<file path="src/rtl/somador_serial_if.sv">
// Handshake/operand bundle for the bit-serial adder somador_serial.
// Optional macro SOMADOR_OVERFLOW_EN adds the signed-overflow flag.
interface somador_serial_if #(
   parameter int N = 8
);
   logic         start;
   logic [N-1:0] a;
   logic [N-1:0] b;
   logic         cin;
   logic         busy;
   logic         done;
   logic [N-1:0] soma;
   logic         cout;
`ifdef SOMADOR_OVERFLOW_EN
   logic         overflow;
`endif

   modport master (
      output start, a, b, cin,
`ifdef SOMADOR_OVERFLOW_EN
      input  overflow,
`endif
      input  busy, done, soma, cout
   );

   modport slave (
      input  start, a, b, cin,
`ifdef SOMADOR_OVERFLOW_EN
      output overflow,
`endif
      output busy, done, soma, cout
   );
endinterface

</file>
<file path="src/rtl/somador_serial.sv">
// Bit-serial N-bit adder: one full-adder cell, LSB first, one bit per clock.
// Optional macro SOMADOR_OVERFLOW_EN adds a registered signed-overflow flag.
module somador_serial #(
   parameter int N = 8
) (
   input  logic               clk,
   input  logic               rst_n,
   somador_serial_if.slave    bus
);
   localparam int CW = $clog2(N + 1);

   typedef enum logic [1:0] {IDLE, SHIFT, FIM} state_t;

   state_t         r_state;
   state_t         w_next;
   logic [N-1:0]   r_a;
   logic [N-1:0]   r_b;
   logic [N-1:0]   r_part;
   logic           r_carry;
   logic [CW-1:0]  r_cnt;
   logic           r_busy;
   logic           r_done;
   logic [N-1:0]   r_soma;
   logic           r_cout;
   logic           w_load;
   logic           w_step;
   logic           w_fin;
   logic           w_sum;
   logic           w_cy;

   assign w_sum = r_a[0] ^ r_b[0] ^ r_carry;
   assign w_cy  = (r_a[0] & r_b[0]) | (r_a[0] & r_carry) | (r_b[0] & r_carry);

   always_comb begin
      w_next = r_state;
      w_load = 1'b0;
      w_step = 1'b0;
      w_fin  = 1'b0;
      case (r_state)
         IDLE: begin
            if (bus.start) begin
               w_load = 1'b1;
               w_next = SHIFT;
            end
         end
         SHIFT: begin
            // N step cycles, then one cycle that publishes the result
            if (r_cnt == CW'(N)) begin
               w_fin  = 1'b1;
               w_next = FIM;
            end else begin
               w_step = 1'b1;
            end
         end
         FIM: begin
            if (bus.start) begin
               w_load = 1'b1;
               w_next = SHIFT;
            end else begin
               w_next = IDLE;
            end
         end
         default: w_next = IDLE;
      endcase
   end

   always_ff @(posedge clk or negedge rst_n) begin
      if (!rst_n) begin
         r_state <= IDLE;
         r_a     <= '0;
         r_b     <= '0;
         r_part  <= '0;
         r_carry <= 1'b0;
         r_cnt   <= '0;
         r_busy  <= 1'b0;
         r_done  <= 1'b0;
         r_soma  <= '0;
         r_cout  <= 1'b0;
      end else begin
         r_state <= w_next;
         r_busy  <= (w_next == SHIFT);
         r_done  <= w_fin;
         if (w_load) begin
            r_a     <= bus.a;
            r_b     <= bus.b;
            r_carry <= bus.cin;
            r_cnt   <= '0;
            r_part  <= '0;
         end else if (w_step) begin
            r_part  <= {w_sum, r_part[N-1:1]};
            r_a     <= r_a >> 1;
            r_b     <= r_b >> 1;
            r_carry <= w_cy;
            r_cnt   <= r_cnt + 1'b1;
         end
         if (w_fin) begin
            r_soma <= r_part;
            r_cout <= r_carry;
         end
      end
   end

`ifdef SOMADOR_OVERFLOW_EN
   logic r_cmsb;
   logic r_ovf;

   // carry entering the MSB cell is the carry flop during the last step
   always_ff @(posedge clk or negedge rst_n) begin
      if (!rst_n) begin
         r_cmsb <= 1'b0;
         r_ovf  <= 1'b0;
      end else begin
         if (w_load) begin
            r_cmsb <= 1'b0;
         end else if (w_step && (r_cnt == CW'(N - 1))) begin
            r_cmsb <= r_carry;
         end
         if (w_fin) begin
            r_ovf <= r_cmsb ^ r_carry;
         end
      end
   end

   assign bus.overflow = r_ovf;
`endif

   assign bus.busy = r_busy;
   assign bus.done = r_done;
   assign bus.soma = r_soma;
   assign bus.cout = r_cout;
endmodule

</file>
<file path="src/flat_wrapper.sv">
// flat-port wrapper written by rule: the top's interface ports become plain ports
module somador_serial_flat 
#(
   parameter int N = 8
)
  (clk, rst_n, bus_start, bus_a, bus_b, bus_cin, bus_busy, bus_done, bus_soma, bus_cout);
  somador_serial_if #(.N(N)) bus_i ();
  input  logic clk;
  input  logic rst_n;
  input wire logic [$bits(bus_i.start)-1:0] bus_start;
  input wire logic [$bits(bus_i.a)-1:0] bus_a;
  input wire logic [$bits(bus_i.b)-1:0] bus_b;
  input wire logic [$bits(bus_i.cin)-1:0] bus_cin;
  output wire logic [$bits(bus_i.busy)-1:0] bus_busy;
  output wire logic [$bits(bus_i.done)-1:0] bus_done;
  output wire logic [$bits(bus_i.soma)-1:0] bus_soma;
  output wire logic [$bits(bus_i.cout)-1:0] bus_cout;
  assign bus_i.start = bus_start;
  assign bus_i.a = bus_a;
  assign bus_i.b = bus_b;
  assign bus_i.cin = bus_cin;
  assign bus_busy = bus_i.busy;
  assign bus_done = bus_i.done;
  assign bus_soma = bus_i.soma;
  assign bus_cout = bus_i.cout;
  somador_serial #(.N(N)) u_core (.clk(clk), .rst_n(rst_n), .bus(bus_i));
endmodule
</file>
<file path="config.mk">
export PLATFORM = sky130hd
export DESIGN_NAME = somador_serial_flat
export DESIGN_NICKNAME = d
export VERILOG_FILES = /design/src/rtl/somador_serial_if.sv /design/src/rtl/somador_serial.sv /design/src/flat_wrapper.sv
export SDC_FILE = /design/constraint.sdc
export NUM_CORES = 1
export LEC_CHECK = 0
export CAP_MARGIN = 20
export CORE_MARGIN = 3
export CORE_UTILIZATION = 45
export DETAILED_ROUTE_END_ITERATION = 8
export HOLD_SLACK_MARGIN = 0.12
export PLACE_DENSITY_LB_ADDON = 0.2
export SLEW_MARGIN = 25
export SYNTH_ARGS = -nofsm -noshare
export SYNTH_HDL_FRONTEND = slang
export SYNTH_SLANG_ARGS = --single-unit
</file>
<file path="constraint.sdc">
create_clock -name clk -period 3.1 [get_ports clk]
set_input_delay 0.62 -clock clk [delete_from_list [all_inputs] [get_ports clk]]
set_output_delay 0.62 -clock clk [all_outputs]
set_load 0.005 [all_outputs]
</file>
==> qor.tcl, run 1 <==
set qor(final_layout_size_suffix_gt1_share_pct) 11.27
set qor(cp.required_ns) 3.27
set qor(globalRoute.totalOverflow) 0
set qor(clkSinkCount) 42
set qor(tritoncts) {yes}
set qor(power_leakage_nw) 1.031
set qor(finalHoldViolCount) 0
set qor(worst-endpoint-arrival_ns) 2.02
set qor(syn-instance-count) 187
set qor(layout.filler_cells) 340
set qor(grt_util_all_layers_pct) 16.46
set qor(horizontal_die_dimension_microns) 71.48
set qor(max_freq_mhz) 541.0
set qor(avgViaCountPerCell) 5.639
set qor(timing.critical_path.fanout_max) 18
set qor(worst_margin_slew_ns) 0.9183
set qor(io_pins) 31
set qor(post_cts_setup_buffer_count) 0
set qor(vias) 1483
set qor(first_iter_violations) 95
set qor(multi_input_comb_area_sq_um) 762.0
set qor(power.total_mw) 2.204
set qor(syn_area_sq_um) 1929
set qor(path_clk_slew_ns) 0.08
set qor(dr.pass1.iters) 4
set qor(first_global_vias) 1414
set qor(clk_path_buf_depth) 2
set qor(skew_ns) 0.004249
set qor(drt-wirelength-per-cell_microns) 15.26
set qor(floorplan.core_area_sq_um) 4058
set qor(final_min_period_over_clock_period_pct) 59.63
set qor(synth.distinct_cells) 27
set qor(dp_worst_setup_slack_ns) 1.119
set qor(hp-class) {in2async}
set qor(rows) 23
set qor(setup-tns-final_ns) 0
set qor(yosysSeqAreaShare_pct) 54.47
set qor(clock_latency_ns) 0.29
set qor(start_kind) {flip-flop}
set qor(setup.worst_path.class) {reg2reg}
set qor(drcViolationCount) 0
set qor(dpl_cell_area_sq_um) 2212
set qor(grt_max_degree) 43
set qor(final.min_clock_period_ns) 1.849
set qor(grt_setup_unrepaired) {no}
set qor(postSynthAreaPerCell_sq_um) 10.32
set qor(num-nets-final) 235
set qor(power_per_cell_area_nw_per_um2) 948.6
set qor(root_buffer) {sky130_fd_sc_hd__clkbuf_8}
set qor(ff_latch_area_sq_um) 1051
set qor(floorplan.die.height_microns) 71.48
set qor(drv_slew) 0
set qor(report.final.setup_viol) 0
set qor(design.die.area_sq_um) 5109
set qor(io_buffer_count) 30
set qor(category_of_the_worst_setup_path_capture_point) {flip-flop}
set qor(ys_ff_latch) 42
set qor(antenna-diode-count) 0
set qor(stdcell_area_sq_um) 2323
set qor(floorplan.initialDensity_pct) 47.55
set qor(ys.warnings.count) 0
set qor(status) {finished clean}
set qor(area_growth_pct) 20.43
set qor(max-slew-margin-rel_pct) 38.78
set qor(routed_wirelength_microns) 4014
set qor(placedCellCount) 254
set qor(worst_vdd_drop_mv) 0.4891
set qor(cts_hold_buf) 0
set qor(synth_nets) 210
set qor(postCtsResizedCells) 0
set qor(place_hpwl_microns) 2502
set qor(number_of_antenna_violations_at_the_first_check_in_global_routing) 0
set qor(layout.cells.non_filler) 263
set qor(number_of_max_capacitance_violations_reported) 0
set qor(place.gp.congestion) 0.7608
set qor(cts_buffers) 5
set qor(detail-route-antenna-nets) 0
set qor(final.setup.worst_slack_ns) 1.251
set qor(cts-htree-levels) 2
set qor(grt_pass1_wl_microns) 6624
power by group:
| part | switching, mW | internal, mW |
|---|---|---|
| logic | 0.482 | 0.429 |
| registers | 0.142 | 0.792 |
| clock network | 0.180 | 0.180 |
| total | 0.803 | 1.40 |
per-layer routing:
metal  share of wire (%)  GRT usage [%]  wire (microns)  vias to the layer above
li1                    -              -               -                      706
met1                  47          23.42            1894                      727
met2                  47          24.29            1884                       45
met3                 4.9          3.366             196                        5
met4                0.95          7.516              38                        0
met5                   0              0               0                        -
cells in the final DEF (no fill, tap or decap), types with 5 or more instances in the layout:
cell	n
sky130_fd_sc_hd__dfrtp_1	42
sky130_fd_sc_hd__a21oi_1	24
sky130_fd_sc_hd__inv_1	5
sky130_fd_sc_hd__o21ai_0	27
sky130_fd_sc_hd__nor2_1	16
sky130_fd_sc_hd__nand2_1	8
sky130_fd_sc_hd__clkbuf_8	6
sky130_fd_sc_hd__a31oi_1	14
sky130_fd_sc_hd__nand3_1	10
sky130_fd_sc_hd__mux2_2	8
sky130_fd_sc_hd__clkdlybuf4s50_1	29
state kept, by name (all words and copies together), names as in the netlist:
name             count
u_core.bus.soma      8
u_core.r_a           8
u_core.r_b           8
u_core.r_part        8
u_core.r_cnt         4
u_core.r_state       2
u_core.bus.busy      1
u_core.bus.cout      1
u_core.bus.done      1
u_core.r_carry       1
critical path: stages (launching register included):
cell	delay, ns
sky130_fd_sc_hd__dfrtp_1	0.41
sky130_fd_sc_hd__inv_1	0.09
sky130_fd_sc_hd__ha_1	0.20
sky130_fd_sc_hd__and3b_1	0.56
sky130_fd_sc_hd__buf_4	0.27
sky130_fd_sc_hd__or3_1	0.13
sky130_fd_sc_hd__o211ai_2	0.07
logic make-up (layout without fill, tap and decap cells):
group / Yosys count / count (layout) / share of synthesized area (%)
compound gates: 67 / 67 / 19.07
simple gates: 43 / 43 / 11.80
flops: 42 / 42 / 54.47
buf+inv: 21 / 47 / 6.031
mux: 11 / 11 / 6.291
fa+ha+maj: 3 / 3 / 2.334
cell type report:
class,count,share of cell area [%]
sequential,42,45.23
multi-input combinational,124,32.79
timing repair buffer,34,14.54
clock buffer,7,3.716
tap,50,2.693
inverter,5,0.8078
clock inverter,1,0.2154
final timing paths:
| check | startpoint | to | slack (ns) | cells past startpoint |
|---|---|---|---|---|
| worst min register to register | u_core.bus.soma[3] | u_core.bus.soma[3] | 0.51 | 1 |
| worst max-delay path | u_core.r_cnt[0] | u_core.r_carry | 1.25 | 6 |
| worst min-delay path | rst_n | u_core.r_a[2] | 0.22 | 1 |
| worst max register to register | u_core.r_cnt[0] | u_core.r_carry | 1.25 | 6 |
| max in group asynchronous | rst_n | u_core.bus.soma[5] | 2.41 | 2 |
| min in group clk | u_core.bus.soma[3] | u_core.bus.soma[3] | 0.51 | 1 |
synthesized netlist by cell type, drive strengths merged:
cell | count | area share [%]
nand2 | 8 | 1.6
mux2 | 9 | 5.3
and2b | 1 | 0.39
nor2b | 1 | 0.32
o211ai | 1 | 0.65
ha | 2 | 1.3
dfrtp | 42 | 54
and3b | 1 | 0.45
nor2 | 17 | 4.2
o21ai | 27 | 7.0
nand2b | 2 | 0.65
a211oi | 1 | 0.65
buf | 13 | 4.5
clkbuf | 3 | 0.58
a21oi | 24 | 6.2
nand3 | 10 | 2.6
nand4 | 1 | 0.32
inv | 5 | 0.97
nand3b | 1 | 1.0
or3 | 1 | 0.32
fa | 1 | 1.0
mux2i | 2 | 1.0
a31oi | 14 | 4.5
metrics by stage:
| stage | hold WS, ns | utilization, % |
|---|---|---|
| after global routing | 0.2374 | 57.26 |
| after detailed placement | 0.4824 | 54.52 |
| after floorplan | 0.3244 | - |
| after CTS | 0.4838 | 56.77 |
| final | 0.2178 | 57.26 |
| after global placement | 0.4804 | 54.52 |
Power figures use the tool's default switching activity.
==> run 2, diff against run 1 <==
clock period = 1.9 ns   (was 3.1 ns; I/O delays follow)
==> run 2 against run 1 <==
  * Sequential power increased by 65%
  * Via count grew 1.6%
  * Critical endpoint unchanged
  * Combinational power up 68%
  * Fmax rose by 17%
  * Clock skew grew 0.0032 ns
  * Die area did not move
  * Power increased by 70%
  * Global-route usage up 0.30 points
  * Setup slack worse by 0.93 ns
  * Hold slack better by 0.29 ns
  * Sequential share of layout area down 1.3 points
==> qor.tcl, run 2 (synthesized netlist as in run 1, its figures left out) <==
set qor(drcViolationCount) 0 ;# unchanged
set qor(grt_util_all_layers_pct) 16.76 ;# +0.30 points
set qor(critical_path_cell_count) 4 ;# -2
set qor(grt_pass1_wl_microns) 6872 ;# +3.7%
set qor(final_min_period_over_clock_period_pct) 82.99 ;# +23 points
set qor(drv_slew) 0 ;# unchanged
set qor(power_per_cell_area_nw_per_um2) 1570 ;# +66%
set qor(cts-htree-levels) 2 ;# unchanged
set qor(io_pins) 31 ;# unchanged
set qor(floorplan.initialDensity_pct) 47.55 ;# unchanged
set qor(start_kind) {flip-flop}
set qor(worst_margin_slew_ns) 0.4865 ;# -0.4317 ns
set qor(final.setup.worst_slack_ns) 0.3232 ;# -0.9283 ns
set qor(globalRoute.totalOverflow) 0 ;# unchanged
set qor(grt_max_degree) 23 ;# -47%
set qor(post_cts_setup_buffer_count) 0 ;# unchanged
set qor(timing.rr.end) {u_core.r_carry}
set qor(critPathBufInv) 1 ;# -1
set qor(routed_wirelength_microns) 4016 ;# about the same
set qor(finalCoreUtilization_pct) 58.90 ;# +1.6 points
set qor(clk_path_buf_depth) 2 ;# unchanged
set qor(category_of_the_worst_setup_path_capture_point) {flip-flop}
set qor(critical_path.cell_chain) {nand2b_1, buf_4, or3_1, o211ai_2}
set qor(number_of_max_capacitance_violations_reported) 0 ;# unchanged
set qor(floorplan.die.height_microns) 71.48 ;# unchanged
set qor(dpl_cell_area_sq_um) 2270 ;# +2.6%
set qor(skew_ns) 0.007428 ;# +0.003179 ns
set qor(cp_slowest_cell) {sky130_fd_sc_hd__dfrtp_1}
set qor(setup-tns-final_ns) 0 ;# unchanged
set qor(report.final.setup_viol) 0 ;# unchanged
set qor(launch_point_of_the_critical_path) {u_core.r_state[1]}
set qor(grt_setup_unrepaired) {no}
set qor(design.die.area_sq_um) 5109 ;# unchanged
set qor(detail-route-antenna-nets) 0 ;# unchanged
set qor(cp.required_ns) 2.11 ;# -1.16 ns
set qor(layout.filler_cells) 333 ;# -2.1%
set qor(finalHoldViolCount) 0 ;# unchanged
set qor(root_buffer) {sky130_fd_sc_hd__clkbuf_8}
set qor(vias) 1506 ;# +1.6%
set qor(hold_path_end) {u_core.bus.soma[7]}
set qor(worst-endpoint-arrival_ns) 1.78 ;# -0.24 ns
set qor(final.min_clock_period_ns) 1.577 ;# -0.2717 ns
set qor(first_global_vias) 1504 ;# +6.4%
set qor(power.total_mw) 3.753 ;# +70%
set qor(cpLargestDelayFamily) {simple AND/OR/NAND/NOR gates}
set qor(area_growth_pct) 23.87
set qor(max-slew-margin-rel_pct) 67.56 ;# +29 points
set qor(hp-class) {reg2reg}
set qor(antenna-diode-count) 0 ;# unchanged
set qor(worstRegToRegCells) 4 ;# -2
set qor(max_freq_mhz) 634.2 ;# +17%
set qor(clkSinkCount) 42 ;# unchanged
set qor(holdCritStartpoint) {u_core.bus.soma[7]}
set qor(clock_latency_ns) 0.29 ;# about the same
set qor(rows) 23 ;# unchanged
set qor(final_layout_size_suffix_gt1_share_pct) 13.24 ;# +2.0 points
set qor(cts_buffers) 5 ;# unchanged
set qor(num-nets-final) 241 ;# +2.6%
set qor(status) {finished clean}
set qor(avgViaCountPerCell) 5.599 ;# -0.71%
set qor(setup.worst_path.class) {reg2reg}
set qor(power_leakage_nw) 1.062 ;# +3.0%
set qor(path_clk_slew_ns) 0.07 ;# about the same
set qor(horizontal_die_dimension_microns) 71.48 ;# unchanged
set qor(place.gp.congestion) 0.7640 ;# +0.42%
set qor(stdcell_area_sq_um) 2390 ;# +2.9%
set qor(number_of_antenna_violations_at_the_first_check_in_global_routing) 0 ;# unchanged
set qor(dr.pass1.iters) 4 ;# unchanged
set qor(timing.critical_path.fanout_max) 19 ;# +1
set qor(layout.cells.most_common_list) {sky130_fd_sc_hd__dfrtp_1 (42), sky130_fd_sc_hd__clkdlybuf4s50_1 (29), sky130_fd_sc_hd__o21ai_0 (27), sky130_fd_sc_hd__a21oi_1 (24), sky130_fd_sc_hd__nor2_1 (16)}
set qor(tritoncts) {yes}
set qor(drt-wirelength-per-cell_microns) 14.93 ;# -2.2%
set qor(worst_vdd_drop_mv) 0.9226 ;# +89%
set qor(floorplan.core_area_sq_um) 4058 ;# unchanged
set qor(io_buffer_count) 30 ;# unchanged
set qor(dp_worst_setup_slack_ns) 0.2954 ;# -0.8234 ns
set qor(critical-path-max-stage-delay_ns) 0.38 ;# -0.18 ns
set qor(place_hpwl_microns) 2778 ;# +11%
set qor(worst_r2r_startpoint) {u_core.r_state[1]}
set qor(first_iter_violations) 56 ;# -41%
set qor(most_frequent_standard_cell_in_the_layout_excluding_fill_and_tap_cells) {sky130_fd_sc_hd__dfrtp_1}
set qor(hold_path_depth) 1
set qor(r2r_slack_ns) 0.32 ;# -0.93 ns
run 2: worst register-to-register path, cell delays in order (launching register included):
cell	delay [ns]
sky130_fd_sc_hd__dfrtp_1	0.38
sky130_fd_sc_hd__nand2b_1	0.35
sky130_fd_sc_hd__buf_4	0.31
sky130_fd_sc_hd__or3_1	0.37
sky130_fd_sc_hd__o211ai_2	0.08
run 2: layout make-up:
| type | instances | area, sq um | share of cell area [%] |
|---|---|---|---|
| sequential | 42 | 1051 | 43.98 |
| multi-input combinational | 124 | 762.0 | 31.88 |
| timing repair buffer | 40 | 385.4 | 16.13 |
| clock buffer | 6 | 72.57 | 3.037 |
| tap | 50 | 62.56 | 2.618 |
| clock inverter | 2 | 37.54 | 1.571 |
| inverter | 5 | 18.77 | 0.7853 |
run 2: per-stage QoR:
stage / std cells / hold slack, ns
after floorplan: 187 / 0.08441
after global routing: 269 / 0.5315
final: 269 / 0.5041
after global placement: 260 / 0.3600
after detailed placement: 260 / 0.3755
after CTS: 269 / 0.5116
run 2: routing by layer:
| metal | routed length, microns | global-route usage, % | up-vias | share of wire (%) |
|---|---|---|---|---|
| li1 | - | - | 719 | - |
| met1 | 1785 | 22.87 | 739 | 44 |
| met2 | 1954 | 26.63 | 42 | 49 |
| met3 | 232 | 4.488 | 6 | 5.8 |
| met4 | 43 | 4.384 | 0 | 1.1 |
| met5 | 0 | 0 | - | 0 |
run 2: report_power, final:
part	switching (mW)	internal, mW	leakage [nW]	total, mW
sequential	0.245	1.29	0.532	1.54
combinational	0.791	0.736	0.479	1.53
clock	0.299	0.392	0.0514	0.691
run 2: timing repair:
action | CTS | global route
hold endpoints to repair | 20 | 0
hold buffers | 1 | 0
resized for setup | 0 | 0
run 2: how the worst max path moves through the flow:
stage / to / slack (ns)
6_report: u_core.r_carry / 0.32
5_1_grt: u_core.bus.soma[1] / 0.21
4_1_cts: u_core.r_carry / 0.30
3_5_place_dp: u_core.r_b[1] / 0.30
3_3_place_gp: u_core.r_b[5] / 0.34
2_1_floorplan: u_core.bus.cout / 0.47
